[src/rtl/mem_byte_responder_pkg.sv]
// -----------------------------------------------------------------------------
// mem_pkg
// Shared types and helpers for the memory-side byte responder of the
// multicycle MIPS core.
//   state_e      : responder FSM states
//   lane_t       : byte-lane index within a 32-bit word
//   lane_onehot  : lane index -> one-hot byte strobe
//   lane_byte    : lane index -> byte of a word (little-endian)
// -----------------------------------------------------------------------------
package mem_pkg;

    localparam int BYTES_PER_WORD = 4;
    localparam int LANE_W         = 2;
    localparam int WORD_W         = 32;

    typedef logic [LANE_W-1:0] lane_t;

    typedef enum logic [2:0] {
        IDLE      = 3'd0,
        READ      = 3'd1,
        READ_TAIL = 3'd2,
        WRITE     = 3'd3,
        RESP      = 3'd4
    } state_e;

    // One-hot strobe for a byte lane; lane 0 is the least significant byte.
    function automatic logic [BYTES_PER_WORD-1:0] lane_onehot(input lane_t lane);
        logic [BYTES_PER_WORD-1:0] oh;
        case (lane)
            2'd0:    oh = 4'b0001;
            2'd1:    oh = 4'b0010;
            2'd2:    oh = 4'b0100;
            2'd3:    oh = 4'b1000;
            default: oh = 4'b0000;
        endcase
        return oh;
    endfunction

    // Select one byte of a word by lane, little-endian.
    function automatic logic [7:0] lane_byte(input logic [WORD_W-1:0] word, input lane_t lane);
        logic [7:0] b;
        case (lane)
            2'd0:    b = word[7:0];
            2'd1:    b = word[15:8];
            2'd2:    b = word[23:16];
            2'd3:    b = word[31:24];
            default: b = 8'h00;
        endcase
        return b;
    endfunction

endpackage

[src/rtl/mem_byte_responder_if.sv]
// -----------------------------------------------------------------------------
// mem_byte_responder_if
// Core-side request/response bundle between the MIPS control/datapath and
// the byte responder.
//   req_i/we_i/addr_i/wdata_i : word request from the core
//   busy_o                    : responder not idle
//   rsp_valid_o/rdata_o       : one-cycle completion pulse and read word
//   byte_we_o                 : one-hot strobe of the byte currently on the RAM
//   align_err_o               : request address was not word aligned
// Modports: master = core, slave = responder.
// -----------------------------------------------------------------------------
interface mem_byte_responder_if;
    import mem_pkg::*;

    logic                      req_i;
    logic                      we_i;
    logic [WORD_W-1:0]         addr_i;
    logic [WORD_W-1:0]         wdata_i;
    logic                      busy_o;
    logic                      rsp_valid_o;
    logic [WORD_W-1:0]         rdata_o;
    logic [BYTES_PER_WORD-1:0] byte_we_o;
    logic                      align_err_o;

    modport master (
        output req_i, we_i, addr_i, wdata_i,
        input  busy_o, rsp_valid_o, rdata_o, byte_we_o, align_err_o
    );

    modport slave (
        input  req_i, we_i, addr_i, wdata_i,
        output busy_o, rsp_valid_o, rdata_o, byte_we_o, align_err_o
    );

endinterface

[src/rtl/mem_byte_responder_byte_word_assembler.sv]
// -----------------------------------------------------------------------------
// byte_word_assembler
// Holds a 32-bit word and overwrites the lane(s) selected by a one-hot byte
// strobe with the incoming byte. Used for read data here; the same block
// can assemble the core's instruction register.
//   clk_i, rst_i : clock, asynchronous active-high reset (word clears to 0)
//   lane_we_i    : one-hot byte-lane write strobe
//   byte_i       : byte to insert
//   word_o       : assembled word (registered)
// -----------------------------------------------------------------------------
module byte_word_assembler
    import mem_pkg::*;
(
    input  logic                      clk_i,
    input  logic                      rst_i,
    input  logic [BYTES_PER_WORD-1:0] lane_we_i,
    input  logic [7:0]                byte_i,
    output logic [WORD_W-1:0]         word_o
);

    logic [WORD_W-1:0] word_r;
    logic [WORD_W-1:0] word_nxt_s;

    // Merge the strobed byte into its lane; unstrobed lanes keep their value
    always_comb begin
        word_nxt_s = word_r;
        for (int k = 0; k < BYTES_PER_WORD; k++) begin
            if (lane_we_i[k]) begin
                word_nxt_s[8*k +: 8] = byte_i;
            end else begin
                word_nxt_s[8*k +: 8] = word_r[8*k +: 8];
            end
        end
    end

    // Word register
    always_ff @(posedge clk_i or posedge rst_i) begin
        if (rst_i) begin
            word_r <= {WORD_W{1'b0}};
        end else begin
            word_r <= word_nxt_s;
        end
    end

    assign word_o = word_r;

endmodule

[src/rtl/mem_byte_responder.sv]
// -----------------------------------------------------------------------------
// mem_byte_responder
// Memory-side responder for the multicycle MIPS core. Each 32-bit word
// request is serialised into four byte accesses (lane 0 first) on a
// byte-wide synchronous RAM with one cycle of read latency.
//   clk_i, rst_i  : clock, asynchronous active-high reset
//   core          : core-side request/response interface (slave modport)
//   mem_addr_o    : RAM byte address
//   mem_we_o      : RAM byte write enable
//   mem_wdata_o   : RAM write byte
//   mem_rdata_i   : RAM read byte, valid the cycle after its address
// Read:  IDLE -> READ x4 -> READ_TAIL -> RESP (response 5 edges after accept)
// Write: IDLE -> WRITE x4 -> RESP              (response 4 edges after accept)
// All outputs are registered; next-cycle values are decoded from the state.
// -----------------------------------------------------------------------------
module mem_byte_responder
    import mem_pkg::*;
#(
    parameter int ADDR_W = 8,
    parameter int RD_LAT = 1
) (
    input  logic                 clk_i,
    input  logic                 rst_i,
    mem_byte_responder_if.slave  core,
    output logic [ADDR_W-1:0]    mem_addr_o,
    output logic                 mem_we_o,
    output logic [7:0]           mem_wdata_o,
    input  logic [7:0]           mem_rdata_i
);

    // Word index = RAM byte address without the lane bits.
    localparam int WIDX_W = ADDR_W - 2;

    // The strobe timing below assumes the RAM answers exactly one cycle later.
    if (RD_LAT != 1) begin : g_rd_lat_check
        $error("mem_byte_responder: RD_LAT must be 1");
    end

    state_e                    state_r;
    state_e                    state_nxt_s;
    lane_t                     cnt_r;
    lane_t                     cnt_nxt_s;
    lane_t                     cnt_inc_s;
    logic [WIDX_W-1:0]         widx_r;
    logic [WIDX_W-1:0]         widx_nxt_s;
    logic [WORD_W-1:0]         wdata_r;
    logic [WORD_W-1:0]         wdata_nxt_s;
    logic                      err_r;
    logic                      err_nxt_s;

    logic                      busy_r;
    logic                      busy_nxt_s;
    logic                      rsp_valid_r;
    logic                      rsp_valid_nxt_s;
    logic                      align_err_r;
    logic                      align_err_nxt_s;
    logic [BYTES_PER_WORD-1:0] byte_we_r;
    logic [BYTES_PER_WORD-1:0] byte_we_nxt_s;
    logic [ADDR_W-1:0]         mem_addr_r;
    logic [ADDR_W-1:0]         mem_addr_nxt_s;
    logic                      mem_we_r;
    logic                      mem_we_nxt_s;
    logic [7:0]                mem_wdata_r;
    logic [7:0]                mem_wdata_nxt_s;

    logic [WORD_W-1:0]         rdata_s;
    logic                      unused_addr_s;

    // Address bits beyond the RAM are deliberately ignored.
    assign unused_addr_s = ^core.addr_i[WORD_W-1:ADDR_W];

    assign cnt_inc_s  = cnt_r + 2'd1;
    assign busy_nxt_s = (state_nxt_s != IDLE);

    // Next-state and next-output decode
    always_comb begin
        state_nxt_s     = state_r;
        cnt_nxt_s       = cnt_r;
        widx_nxt_s      = widx_r;
        wdata_nxt_s     = wdata_r;
        err_nxt_s       = err_r;
        byte_we_nxt_s   = 4'b0000;
        rsp_valid_nxt_s = 1'b0;
        align_err_nxt_s = 1'b0;
        mem_addr_nxt_s  = mem_addr_r;
        mem_we_nxt_s    = 1'b0;
        mem_wdata_nxt_s = mem_wdata_r;

        case (state_r)
            IDLE: begin
                if (core.req_i) begin
                    widx_nxt_s     = core.addr_i[ADDR_W-1:2];
                    wdata_nxt_s    = core.wdata_i;
                    err_nxt_s      = |core.addr_i[1:0];
                    cnt_nxt_s      = 2'd0;
                    mem_addr_nxt_s = {core.addr_i[ADDR_W-1:2], 2'b00};
                    if (core.we_i) begin
                        state_nxt_s     = WRITE;
                        mem_we_nxt_s    = 1'b1;
                        mem_wdata_nxt_s = core.wdata_i[7:0];
                    end else begin
                        state_nxt_s = READ;
                    end
                end else begin
                    state_nxt_s = IDLE;
                end
            end

            READ: begin
                // The byte addressed this cycle shows up on mem_rdata_i next
                // cycle, so its strobe is registered alongside.
                byte_we_nxt_s = lane_onehot(cnt_r);
                cnt_nxt_s     = cnt_inc_s;
                if (cnt_r == 2'd3) begin
                    state_nxt_s = READ_TAIL;
                end else begin
                    state_nxt_s    = READ;
                    mem_addr_nxt_s = {widx_r, cnt_inc_s};
                end
            end

            READ_TAIL: begin
                // Lane 3 is captured at the end of this cycle.
                state_nxt_s     = RESP;
                rsp_valid_nxt_s = 1'b1;
                align_err_nxt_s = err_r;
            end

            WRITE: begin
                cnt_nxt_s = cnt_inc_s;
                if (cnt_r == 2'd3) begin
                    state_nxt_s     = RESP;
                    rsp_valid_nxt_s = 1'b1;
                    align_err_nxt_s = err_r;
                end else begin
                    state_nxt_s     = WRITE;
                    mem_we_nxt_s    = 1'b1;
                    mem_addr_nxt_s  = {widx_r, cnt_inc_s};
                    mem_wdata_nxt_s = lane_byte(wdata_r, cnt_inc_s);
                end
            end

            RESP: begin
                state_nxt_s = IDLE;
            end

            default: begin
                state_nxt_s = IDLE;
                cnt_nxt_s   = 2'd0;
            end
        endcase
    end

    // State, request context and registered outputs
    always_ff @(posedge clk_i or posedge rst_i) begin
        if (rst_i) begin
            state_r     <= IDLE;
            cnt_r       <= 2'd0;
            widx_r      <= {WIDX_W{1'b0}};
            wdata_r     <= {WORD_W{1'b0}};
            err_r       <= 1'b0;
            busy_r      <= 1'b0;
            rsp_valid_r <= 1'b0;
            align_err_r <= 1'b0;
            byte_we_r   <= 4'b0000;
            mem_addr_r  <= {ADDR_W{1'b0}};
            mem_we_r    <= 1'b0;
            mem_wdata_r <= 8'h00;
        end else begin
            state_r     <= state_nxt_s;
            cnt_r       <= cnt_nxt_s;
            widx_r      <= widx_nxt_s;
            wdata_r     <= wdata_nxt_s;
            err_r       <= err_nxt_s;
            busy_r      <= busy_nxt_s;
            rsp_valid_r <= rsp_valid_nxt_s;
            align_err_r <= align_err_nxt_s;
            byte_we_r   <= byte_we_nxt_s;
            mem_addr_r  <= mem_addr_nxt_s;
            mem_we_r    <= mem_we_nxt_s;
            mem_wdata_r <= mem_wdata_nxt_s;
        end
    end

    // Read bytes land in their lane at the end of their strobe cycle.
    byte_word_assembler u_rdata_asm (
        .clk_i     (clk_i),
        .rst_i     (rst_i),
        .lane_we_i (byte_we_r),
        .byte_i    (mem_rdata_i),
        .word_o    (rdata_s)
    );

    assign core.busy_o      = busy_r;
    assign core.rsp_valid_o = rsp_valid_r;
    assign core.align_err_o = align_err_r;
    assign core.byte_we_o   = byte_we_r;
    assign core.rdata_o     = rdata_s;
    assign mem_addr_o       = mem_addr_r;
    assign mem_we_o         = mem_we_r;
    assign mem_wdata_o      = mem_wdata_r;

endmodule

[src/flat_wrapper.sv]
// flat-port wrapper written by rule: the top's interface ports become plain ports
module mem_byte_responder_flat import mem_pkg::*;
#(
    parameter int ADDR_W = 8,
    parameter int RD_LAT = 1
)
  (clk_i, rst_i, mem_addr_o, mem_we_o, mem_wdata_o, mem_rdata_i, core_req_i, core_we_i, core_addr_i, core_wdata_i, core_busy_o, core_rsp_valid_o, core_rdata_o, core_byte_we_o, core_align_err_o);
  mem_byte_responder_if core_i ();
  input  logic clk_i;
  input  logic rst_i;
  output logic [ADDR_W-1:0] mem_addr_o;
  output logic mem_we_o;
  output logic [7:0] mem_wdata_o;
  input  logic [7:0] mem_rdata_i;
  input wire logic [$bits(core_i.req_i)-1:0] core_req_i;
  input wire logic [$bits(core_i.we_i)-1:0] core_we_i;
  input wire logic [$bits(core_i.addr_i)-1:0] core_addr_i;
  input wire logic [$bits(core_i.wdata_i)-1:0] core_wdata_i;
  output wire logic [$bits(core_i.busy_o)-1:0] core_busy_o;
  output wire logic [$bits(core_i.rsp_valid_o)-1:0] core_rsp_valid_o;
  output wire logic [$bits(core_i.rdata_o)-1:0] core_rdata_o;
  output wire logic [$bits(core_i.byte_we_o)-1:0] core_byte_we_o;
  output wire logic [$bits(core_i.align_err_o)-1:0] core_align_err_o;
  assign core_i.req_i = core_req_i;
  assign core_i.we_i = core_we_i;
  assign core_i.addr_i = core_addr_i;
  assign core_i.wdata_i = core_wdata_i;
  assign core_busy_o = core_i.busy_o;
  assign core_rsp_valid_o = core_i.rsp_valid_o;
  assign core_rdata_o = core_i.rdata_o;
  assign core_byte_we_o = core_i.byte_we_o;
  assign core_align_err_o = core_i.align_err_o;
  mem_byte_responder #(.ADDR_W(ADDR_W), .RD_LAT(RD_LAT)) u_core (.clk_i(clk_i), .rst_i(rst_i), .core(core_i), .mem_addr_o(mem_addr_o), .mem_we_o(mem_we_o), .mem_wdata_o(mem_wdata_o), .mem_rdata_i(mem_rdata_i));
endmodule
[config.mk]
export PLATFORM = sky130hd
export DESIGN_NAME = mem_byte_responder_flat
export DESIGN_NICKNAME = d
export VERILOG_FILES = /design/src/rtl/mem_byte_responder_pkg.sv /design/src/rtl/mem_byte_responder_if.sv /design/src/rtl/mem_byte_responder_byte_word_assembler.sv /design/src/rtl/mem_byte_responder.sv /design/src/flat_wrapper.sv
export SDC_FILE = /design/constraint.sdc
export NUM_CORES = 1
export LEC_CHECK = 0
export BUFFER_PORTS_ARGS = -buffer_cell sky130_fd_sc_hd__buf_2
export CAP_MARGIN = 20
export CORE_ASPECT_RATIO = 1.2
export CORE_MARGIN = 2
export CORE_UTILIZATION = 25
export DETAILED_ROUTE_END_ITERATION = 8
export GPL_ROUTABILITY_DRIVEN = 0
export HOLD_SLACK_MARGIN = 0.15
export PLACE_DENSITY = 0.44
export SYNTH_ARGS = -nofsm -noshare
export SYNTH_HDL_FRONTEND = slang
export SYNTH_SLANG_ARGS = --single-unit
[constraint.sdc]
create_clock -name clk_i -period 9.7 [get_ports clk_i]
set_input_delay 1.455 -clock clk_i [delete_from_list [all_inputs] [get_ports clk_i]]
set_output_delay 1.455 -clock clk_i [all_outputs]
set_load 0.05 [all_outputs]
==> results.json <==
{
  "power.switching_uw": 956,
  "relSlewSlack": 0.405,
  "synthToLayoutAreaGrowth_pct": 23.0,
  "start_util": 0.252,
  "cp-start-kind": "input pin",
  "htreeDepth": 3,
  "drt-total-wl_um": 9680,
  "fin_nets": 510,
  "grtUsageMet2": 0.179,
  "clk_latency_ps": 350,
  "cp.required_ps": 9940,
  "hold_viol": 0,
  "ys_ff_latch": 100,
  "layout-drive-gt1-share": 0.448,
  "postSynthCellCount": 329,
  "hp-class": "reg2reg",
  "critPathMaxFanout": 48,
  "cts_buffers": 9,
  "fmax_mhz": 357,
  "criticalPathCategory": "in2reg",
  "grt_util_met3": 0.0281,
  "dr.first_iter.drc_count": 117,
  "synth_flop_cell": "dfrtp_1",
  "period_share": 0.289,
  "drt_pass1_iterations": 4,
  "yosys-top-cells-area": "dfrtp_1 59%, mux2_2 16%, a21oi_1 3.2%",
  "p_clk_frac": 0.177,
  "grt_pass1_wl_um": 15300,
  "cts_root_buffer": "clkbuf_16",
  "vdd_drop_max_mv": 0.112,
  "post-dp-hpwl_um": 6850,
  "grt_max_degree": 69,
  "top_usage_layer": "met2",
  "p_leak_uw": 0.00237,
  "max_slew.worst_pin.slew_ps": 892,
  "tns_ps": 0,
  "die_x_um": 123,
  "antenna_found_initial": 0,
  "yosysSeqAreaShare": 0.593,
  "postCtsSetupRepairBufs": 0,
  "yosysMostFrequentCell": "dfrtp_1",
  "rsz0062_at_grt": "false",
  "pwr-share-comb": 0.470,
  "synth.net_count": 413,
  "grtUsageTotal": 0.113,
  "overflow": 0,
  "worst_clock_skew_ps": 6.83,
  "setup_violations": 0,
  "synth_edf_count": 0,
  "core_sq_um": 16700,
  "ant_nets": 0,
  "cts_tree": "built",
  "hold_ws_ps": 503,
  "fin_crit_ps": 2800,
  "slew_viol_final": 0,
  "wl_per_cell_um": 15.0,
  "synth_top_cell_by_area": "dfrtp_1",
  "outcome": "finished clean",
  "async_flop_share": 1.00,
  "avgSynthCellArea_sq_um": 12.8,
  "via_per_inst": 4.31,
  "fp.dieArea_sq_um": 17900,
  "clockBufferDepth": 2,
  "num_antenna_cells": 0,
  "synth_common_cells": "100 x dfrtp_1, 61 x mux2_2, 27 x a21oi_1",
  "pwr-share-seq": 0.353,
  "cts-resized-gates": 0,
  "cap_viol_max_count": 0,
  "die_h_um": 146,
  "power_density_nw_per_um2": 407,
  "yosysWarnings": 0,
  "cts.clk_slew.worst_paths_ps": 70,
  "grtUsageMet1": 0.143,
  "port_buffers": 107,
  "io_pins": 132,
  "num_rows": 52,
  "arrival_ps": 3030,
  "p_sw_frac": 0.453,
  "postCtsHoldBufs": 0,
  "vias": 2789,
  "post_synth_num_cell_types": 33,
  "internal_power_uw": 1160,
  "yosysTopAreaCellShare": 0.593,
  "synth_area_sq_um": 4220,
  "endpoint_kind": "register",
  "drc": 0,
  "cts.sink_count": 100,
  "grt_pass1_vias": 2846
}
-- worst max-delay path, cell delays in order --
cell and delay (ps):
buf_2 120, or3b_4 440, nor2_8 590, mux2_2 410
-- per-stage QoR --
stage	setup WS, ps	instances	power [uW]	cell area (sq um)	utilization
3_5_place_dp	6510	631	1760	4880	0.292
2_1_floorplan	5630	329	1550	4220	-
3_3_place_gp	6530	631	1740	4880	0.292
4_1_cts	6880	647	2150	5190	0.310
5_1_grt	6830	647	2250	5190	0.310
6_report	6900	647	2110	5190	0.310
-- power by group through the flow --
stage | registers, uW | clock network [uW] | logic (uW)
floorplan | 1100 | 0 | 443
CTS | 750 | 388 | 1010
global route | 774 | 403 | 1070
detailed placement | 758 | 0 | 1000
finish | 746 | 374 | 992
global placement | 750 | 0 | 993
-- final cells by class --
cell class              count  area [sq um]
multi-input cells         194          1510
inverters                  13          51.3
well taps                 216           270
clock buffers              11           253
clock inverters             5          58.8
repair buffers            108           543
fillers                  1746         11500
flip-flops and latches    100          2500
-- cell usage in the layout (no fill, tap or decap), types with 2 or more instances in the layout --
master | Yosys | routed
buf_2 | 5 | 107
nand3b_1 | 2 | 2
and2_1 | 5 | 5
mux2_4 | 2 | 2
dfrtp_1 | 100 | 100
o21ai_0 | 9 | 9
a21o_1 | 2 | 2
mux2_2 | 61 | 61
nand2b_1 | 3 | 3
nor2b_1 | 2 | 2
a221oi_1 | 8 | 8
inv_1 | 13 | 12
ha_1 | 8 | 8
nand2_1 | 21 | 21
a22oi_1 | 8 | 8
clkbuf_16 | 0 | 9
nor2_1 | 20 | 20
a31oi_1 | 6 | 6
a21oi_1 | 27 | 27
clkbuf_8 | 0 | 2
clkinvlp_4 | 0 | 2
-- flip-flops by register name, indices dropped and copies added (netlist names) --
signal                     count
u_core.mem_wdata_o             8
u_core.core.byte_we_o          4
u_core.mem_we_o                1
u_core.wdata_r                32
u_core.core.rsp_valid_o        1
u_core.widx_r                  6
u_core.core.align_err_o        1
u_core.state_r                 3
u_core.cnt_r                   2
u_core.err_r                   1
u_core.u_rdata_asm.word_o     32
u_core.mem_addr_o              8
u_core.core.busy_o             1
-- path summary, 6_finish.rpt --
kind,startpoint,endpoint,slack [ps],depth (start not counted)
worst max register to register,u_core.state_r[0],u_core.wdata_r[24],7590,3
worst max-delay path,core_req_i,u_core.wdata_r[24],6900,4
worst min-delay path,u_core.u_rdata_asm.word_o[3],u_core.u_rdata_asm.word_o[3],500,1
worst min register to register,u_core.u_rdata_asm.word_o[3],u_core.u_rdata_asm.word_o[3],500,1
max in group asynchronous,rst_i,u_core.wdata_r[14],7360,3
min in group asynchronous,rst_i,u_core.u_rdata_asm.word_o[28],1100,2
-- logic make-up (layout without fill, tap and decap cells) --
| kind of cell | Yosys count | in the layout | share of synthesized area |
|---|---|---|---|
| adder cells (fa/ha/maj) | 8 | 8 | 0.0237 |
| AND/OR/NAND/NOR | 59 | 59 | 0.0688 |
| buffers and inverters | 35 | 137 | 0.0484 |
| AO/OA/AOI/OAI | 64 | 64 | 0.0958 |
| flip-flops | 100 | 100 | 0.593 |
| multiplexers | 63 | 63 | 0.170 |
-- per-layer routing --
layer / vias up / wire length, um
met5: - / 0
li1: 1331 / -
met3: 12 / 548
met1: 1365 / 4530
met4: 0 / 199
met2: 81 / 4400
No activity file was read; power rests on OpenSTA's default activity.
